[config.mk]
export PLATFORM = sky130hd
export DESIGN_NAME = scara_cmd_arbiter
export DESIGN_NICKNAME = d
export VERILOG_FILES = /design/src/rtl/scara_cmd_arbiter.sv
export SDC_FILE = /design/constraint.sdc
export NUM_CORES = 1
export LEC_CHECK = 0
export ABC_AREA = 1
export CORE_MARGIN = 4
export CORE_UTILIZATION = 49
export DETAILED_ROUTE_END_ITERATION = 16
export PLACE_DENSITY = 0.78
export SLEW_MARGIN = 20
export SYNTH_ARGS = -nofsm -noshare
export SYNTH_HDL_FRONTEND = slang
export SYNTH_SLANG_ARGS = --single-unit
[constraint.sdc]
create_clock -name clk -period 2.34 [get_ports clk]
set_input_delay 0.351 -clock clk [delete_from_list [all_inputs] [get_ports clk]]
set_output_delay 0.351 -clock clk [all_outputs]
set_load 0.005 [all_outputs]
[src/rtl/scara_cmd_arbiter.sv]
// -----------------------------------------------------------------------------
// scara_cmd_arbiter
//
// Shares the nibble-wide controller command interface between two command
// sources (port 0: host/UART decoder, port 1: local path generator). A
// round-robin arbiter grants one requester at a time, latches its command,
// X and Y values, then serializes the frame as 4-bit words over a
// valid/ready handshake:
//   cmd[3:0], {3'b0,cmd[4]},
//   x[3:0], x[7:4], x[11:8], {2'b0,x[13:12]},
//   y[3:0], y[7:4], y[11:8], {2'b0,y[13:12]}
//
// Optional feature macro: SCARA_CMD_ARBITER_CHECKSUM_EN
//   When defined, an 11th word (XOR of the 10 data words) ends every frame.
//
// Parameters:
//   GAP_CYCLES   idle cycles inserted after each frame before the next grant
//
// Ports:
//   clk                 system clock, rising edge
//   reset               synchronous active-high reset
//   req_valid[1:0]      per-port request valid
//   req_ready[1:0]      per-port accept (combinational, one-hot or zero)
//   req_cmd0/1[4:0]     command code per port
//   req_x0/1[13:0]      X value per port
//   req_y0/1[13:0]      Y value per port
//   word_out[3:0]       current command word
//   word_valid          word_out is valid
//   word_ready          controller interface accepts word_out
//   busy                high from the cycle after grant until return to IDLE
//   grant_id            port owning the current or most recent frame
// -----------------------------------------------------------------------------
module scara_cmd_arbiter #(
  parameter int GAP_CYCLES = 0
) (
  input  logic        clk,
  input  logic        reset,
  input  logic [1:0]  req_valid,
  output logic [1:0]  req_ready,
  input  logic [4:0]  req_cmd0,
  input  logic [4:0]  req_cmd1,
  input  logic [13:0] req_x0,
  input  logic [13:0] req_x1,
  input  logic [13:0] req_y0,
  input  logic [13:0] req_y1,
  output logic [3:0]  word_out,
  output logic        word_valid,
  input  logic        word_ready,
  output logic        busy,
  output logic        grant_id
);

  typedef enum logic [1:0] {
    ST_IDLE = 2'd0,
    ST_SEND = 2'd1,
    ST_GAP  = 2'd2
  } state_e;

`ifdef SCARA_CMD_ARBITER_CHECKSUM_EN
  localparam logic [3:0] LAST_IDX = 4'd10;
`else
  localparam logic [3:0] LAST_IDX = 4'd9;
`endif

  // Terminal value of the gap counter; unused when GAP_CYCLES is 0.
  localparam logic [7:0] GAP_LAST = (GAP_CYCLES > 0) ? 8'(GAP_CYCLES - 1) : 8'd0;

`ifdef SCARA_CMD_ARBITER_CHECKSUM_EN
  // XOR of the ten data words of a frame.
  function automatic logic [3:0] frame_checksum(input logic [4:0]  cmd,
                                                input logic [13:0] x,
                                                input logic [13:0] y);
    frame_checksum = cmd[3:0] ^ {3'b000, cmd[4]}
                   ^ x[3:0] ^ x[7:4] ^ x[11:8] ^ {2'b00, x[13:12]}
                   ^ y[3:0] ^ y[7:4] ^ y[11:8] ^ {2'b00, y[13:12]};
  endfunction
`endif

  // Selects the frame word at position idx.
  function automatic logic [3:0] frame_word(input logic [4:0]  cmd,
                                            input logic [13:0] x,
                                            input logic [13:0] y,
                                            input logic [3:0]  idx);
    case (idx)
      4'd0:    frame_word = cmd[3:0];
      4'd1:    frame_word = {3'b000, cmd[4]};
      4'd2:    frame_word = x[3:0];
      4'd3:    frame_word = x[7:4];
      4'd4:    frame_word = x[11:8];
      4'd5:    frame_word = {2'b00, x[13:12]};
      4'd6:    frame_word = y[3:0];
      4'd7:    frame_word = y[7:4];
      4'd8:    frame_word = y[11:8];
      4'd9:    frame_word = {2'b00, y[13:12]};
`ifdef SCARA_CMD_ARBITER_CHECKSUM_EN
      4'd10:   frame_word = frame_checksum(cmd, x, y);
`endif
      default: frame_word = 4'h0;
    endcase
  endfunction

  state_e      state_q, state_d;
  logic [3:0]  idx_q, idx_d;
  logic [4:0]  cmd_q, cmd_d;
  logic [13:0] x_q, x_d;
  logic [13:0] y_q, y_d;
  logic [7:0]  gap_q, gap_d;
  logic        last_grant_q, last_grant_d;
  logic        grant_id_q, grant_id_d;
  logic [3:0]  word_out_q, word_out_d;
  logic        word_valid_q, word_valid_d;
  logic        busy_q, busy_d;
  logic        pick;

  // Arbitration, frame sequencing and next values of the registered outputs.
  always_comb begin
    state_d      = state_q;
    idx_d        = idx_q;
    cmd_d        = cmd_q;
    x_d          = x_q;
    y_d          = y_q;
    gap_d        = gap_q;
    last_grant_d = last_grant_q;
    grant_id_d   = grant_id_q;
    req_ready    = 2'b00;

    // On a tie the port that did not win last time is chosen.
    if (req_valid == 2'b11) begin
      pick = ~last_grant_q;
    end else begin
      pick = req_valid[1];
    end

    case (state_q)
      ST_IDLE: begin
        // Ready is only raised for a valid port, so any valid means accept.
        if (|req_valid) begin
          req_ready    = pick ? 2'b10 : 2'b01;
          cmd_d        = pick ? req_cmd1 : req_cmd0;
          x_d          = pick ? req_x1 : req_x0;
          y_d          = pick ? req_y1 : req_y0;
          grant_id_d   = pick;
          last_grant_d = pick;
          idx_d        = 4'd0;
          state_d      = ST_SEND;
        end else begin
          state_d = ST_IDLE;
        end
      end
      ST_SEND: begin
        if (word_ready) begin
          if (idx_q == LAST_IDX) begin
            idx_d = 4'd0;
            if (GAP_CYCLES > 0) begin
              gap_d   = 8'd0;
              state_d = ST_GAP;
            end else begin
              state_d = ST_IDLE;
            end
          end else begin
            idx_d = idx_q + 4'd1;
          end
        end else begin
          idx_d = idx_q;
        end
      end
      ST_GAP: begin
        if (gap_q == GAP_LAST) begin
          state_d = ST_IDLE;
        end else begin
          gap_d = gap_q + 8'd1;
        end
      end
      default: begin
        state_d = ST_IDLE;
      end
    endcase

    // Outputs are precomputed from next-state values so they can be registered.
    word_valid_d = (state_d == ST_SEND);
    busy_d       = (state_d != ST_IDLE);
    if (state_d == ST_SEND) begin
      word_out_d = frame_word(cmd_d, x_d, y_d, idx_d);
    end else begin
      word_out_d = 4'h0;
    end
  end

  // State, latched frame and registered outputs.
  always_ff @(posedge clk) begin
    if (reset) begin
      state_q      <= ST_IDLE;
      idx_q        <= 4'd0;
      cmd_q        <= 5'd0;
      x_q          <= 14'd0;
      y_q          <= 14'd0;
      gap_q        <= 8'd0;
      last_grant_q <= 1'b1;
      grant_id_q   <= 1'b0;
      word_out_q   <= 4'h0;
      word_valid_q <= 1'b0;
      busy_q       <= 1'b0;
    end else begin
      state_q      <= state_d;
      idx_q        <= idx_d;
      cmd_q        <= cmd_d;
      x_q          <= x_d;
      y_q          <= y_d;
      gap_q        <= gap_d;
      last_grant_q <= last_grant_d;
      grant_id_q   <= grant_id_d;
      word_out_q   <= word_out_d;
      word_valid_q <= word_valid_d;
      busy_q       <= busy_d;
    end
  end

  assign word_out   = word_out_q;
  assign word_valid = word_valid_q;
  assign busy       = busy_q;
  assign grant_id   = grant_id_q;

endmodule

==> impl_metrics.json <==
{
  "reg2regPathDepth": 13,
  "clock_sinks": 55,
  "vias": 3091,
  "fin_crit_sh_pct": 92.5,
  "synth_ff_type": "dfxtp_1",
  "ys_types": 25,
  "start_kind": "primary input",
  "synth_seq_cells": 55,
  "finalSetupTns_ps": 0,
  "clockRootBuffer": "clkbuf_8",
  "drive_gt1_share_pct": 5.85,
  "p_leak_nw": 1.82,
  "portBuffers": 79,
  "route.detailed.drc": 0,
  "worstSetupPathType": "in2out",
  "whs_ps": 470,
  "antenna_found_initial": 0,
  "grt-ovfl-total": 0,
  "power_per_cell_area_mw_per_mm2": 536,
  "crit_fanout": 3,
  "routed_wl_um": 7710,
  "ant_nets": 0,
  "antenna_cells": 0,
  "max-slew-margin-rel_pct": 70.1,
  "numCtsBuffers": 5,
  "multiInputGateArea_mm2": 0.00151,
  "synth_top_area_cell": "dfxtp_1",
  "synth_common_cells": "nand2_1, nor2_1, inv_1",
  "rsz0062_at_grt": "false",
  "ys_seq_area_share_pct": 37.2,
  "grt_usage_pct": 21.7,
  "holdCritStartpoint": "grant_id",
  "min_path_type": "reg2reg",
  "finalCriticalPeriod_ps": 2160,
  "r2r_start": "idx_q[1]",
  "finalSetupViolCount": 0,
  "yosysMostFrequentCell": "nand2_1",
  "p_total_mw": 2.10,
  "status": "finished clean",
  "grt_max_degree": 34,
  "setup.worst_path.start": "req_valid[1]",
  "coreArea_mm2": 0.00589,
  "crit_arrival_ps": 1810,
  "register_area_mm2": 0.00110,
  "die_h_um": 85.7,
  "holdPathStages": 2,
  "ctsResizeCount": 0,
  "wl_per_cell_um": 12.4,
  "synth_area_per_cell_um2": 6.30,
  "cts_tree": "built",
  "ctsLongestPathBuffers": 2,
  "dr.pass1.iters": 4,
  "io_pins": 80,
  "dieArea_mm2": 0.00735,
  "clkTransAtPathRegs_ps": 90,
  "die_w_um": 85.7,
  "syn_area_mm2": 0.00296,
  "r2r_slack_ps": 330,
  "hold_violations": 0,
  "syn_inst": 470,
  "placed_area_mm2": 0.00383,
  "cap_viol_max_count": 0,
  "finish.instance_area_mm2": 0.00391,
  "worst_slew_pin_slew_ps": 446,
  "fmax_mhz": 462,
  "gp_congestion": 0.887,
  "finalMaxSlewViolations": 0,
  "rows": 28,
  "start_util_pct": 50.3,
  "area_delta_synth_final_pct": 32.1,
  "async_flop_share_pct": 0,
  "synth_nets": 545,
  "grt_pass1_wl_um": 13000,
  "cts_setup_buffers": 0,
  "fin_nets": 621,
  "crit_path_max_incr_delay_ps": 520,
  "finClkSkew_ps": 7.40,
  "ir_drop_mv": 0.296,
  "first_global_vias": 2901,
  "htree_levels": 2,
  "drtIter0Drc": 169,
  "critical_path.slowest_cell": "clkdlybuf4s50_1",
  "synth.top_cell.area_share_pct": 37.2,
  "cts_hold_buf": 0,
  "clock_latency_ps": 310,
  "synth-edff-count": 0,
  "critPathRequiredTime_ps": 1990,
  "end_kind": "output port",
  "synthTopCellsByArea": "dfxtp_1, nand2_1, nor2_1",
  "hpwl_um": 5870,
  "worstPathCellList": "clkdlybuf4s50_1 > nor2_1 > nor2_4 > inv_1 > nor2_1 > clkdlybuf4s50_1",
  "fillerInstances": 523,
  "yosys_warnings": 0,
  "viasPerCell": 4.97
}
## stage by stage
| stage | worst slack, ps | std cells | utilization [%] |
|---|---|---|---|
| after floorplan | 672 | 470 | - |
| after global placement | 83.3 | 614 | 65.1 |
| after detailed placement | 7.35 | 614 | 65.1 |
| after CTS | 152 | 622 | 66.4 |
| after global routing | 96.6 | 622 | 66.4 |
| final | 176 | 622 | 66.4 |
## area by class of cell
class,count,share of cell area [%]
repair buffers,89,22.5
multi-input cells,330,38.7
clock buffers,7,1.95
flip-flops and latches,55,28.2
inverters,65,6.24
well taps,75,2.40
clock inverters,1,0.128
## cells in the final DEF, fill, tap and decap left out
master	Yosys	layout
nor4_1	3	3
nand4_1	2	2
xor2_1	1	1
o21ai_0	12	12
ha_1	4	4
nand2_1	120	120
buf_4	3	9
buf_12	0	1
dfxtp_1	55	55
clkinv_2	0	1
inv_1	62	62
nor2_2	4	4
nand2_4	1	1
nor2_1	89	88
o21ai_1	2	2
clkbuf_8	0	5
a21oi_1	15	15
nand3_2	1	1
xnor2_1	1	1
nor3_1	2	2
nand3_1	38	38
nor2_4	2	3
inv_2	3	3
clkbuf_1	7	2
clkdlybuf4s50_1	0	79
nand2_2	4	4
a31oi_1	29	29
## layer usage
layer  GRT usage [%]  up-vias  part of all wire [%]
li1                -     1621                     -
met1            27.8     1379                    45
met2            36.7       80                    47
met3            4.71       11                   5.7
met4            6.47        0                   1.6
met5               0        -                     0
## kinds of logic after synthesis
kind of cell	count (synthesis)	synth area share, %
adders and majority gates	4	1.69
DFF	55	37.2
and+or+nand+nor	266	37.5
buffers and inverters	85	12.0
AOI/OAI and AO/OA	58	11.0
xor gates and xnor gates	2	0.592
## registers in the layout, summed over array words and instances, names as in the netlist
register,count
x_q,14
y_q,14
gap_q,8
cmd_q,5
idx_q,4
word_out,4
state_q,2
busy,1
grant_id,1
last_grant_q,1
word_valid,1
## critical path: cells and delay by family
kind	cells	cell delay, ps
buffers and inverters	3	1100
and+or+nand+nor	3	360
## path summary, 6_finish.rpt
| path | endpoint |
|---|---|
| max | req_ready[0] |
| min | grant_id |
| max reg2reg | word_out[2] |
| min reg2reg | grant_id |
## where the power goes
part / total (mW) / internal [mW] / switching [mW]
Combinational: 0.550 / 0.259 / 0.291
Clock: 0.510 / 0.211 / 0.299
Sequential: 1.04 / 1.01 / 0.0235
Total: 2.10 / 1.48 / 0.613
Note: power is estimated with default switching activity, not from simulation.
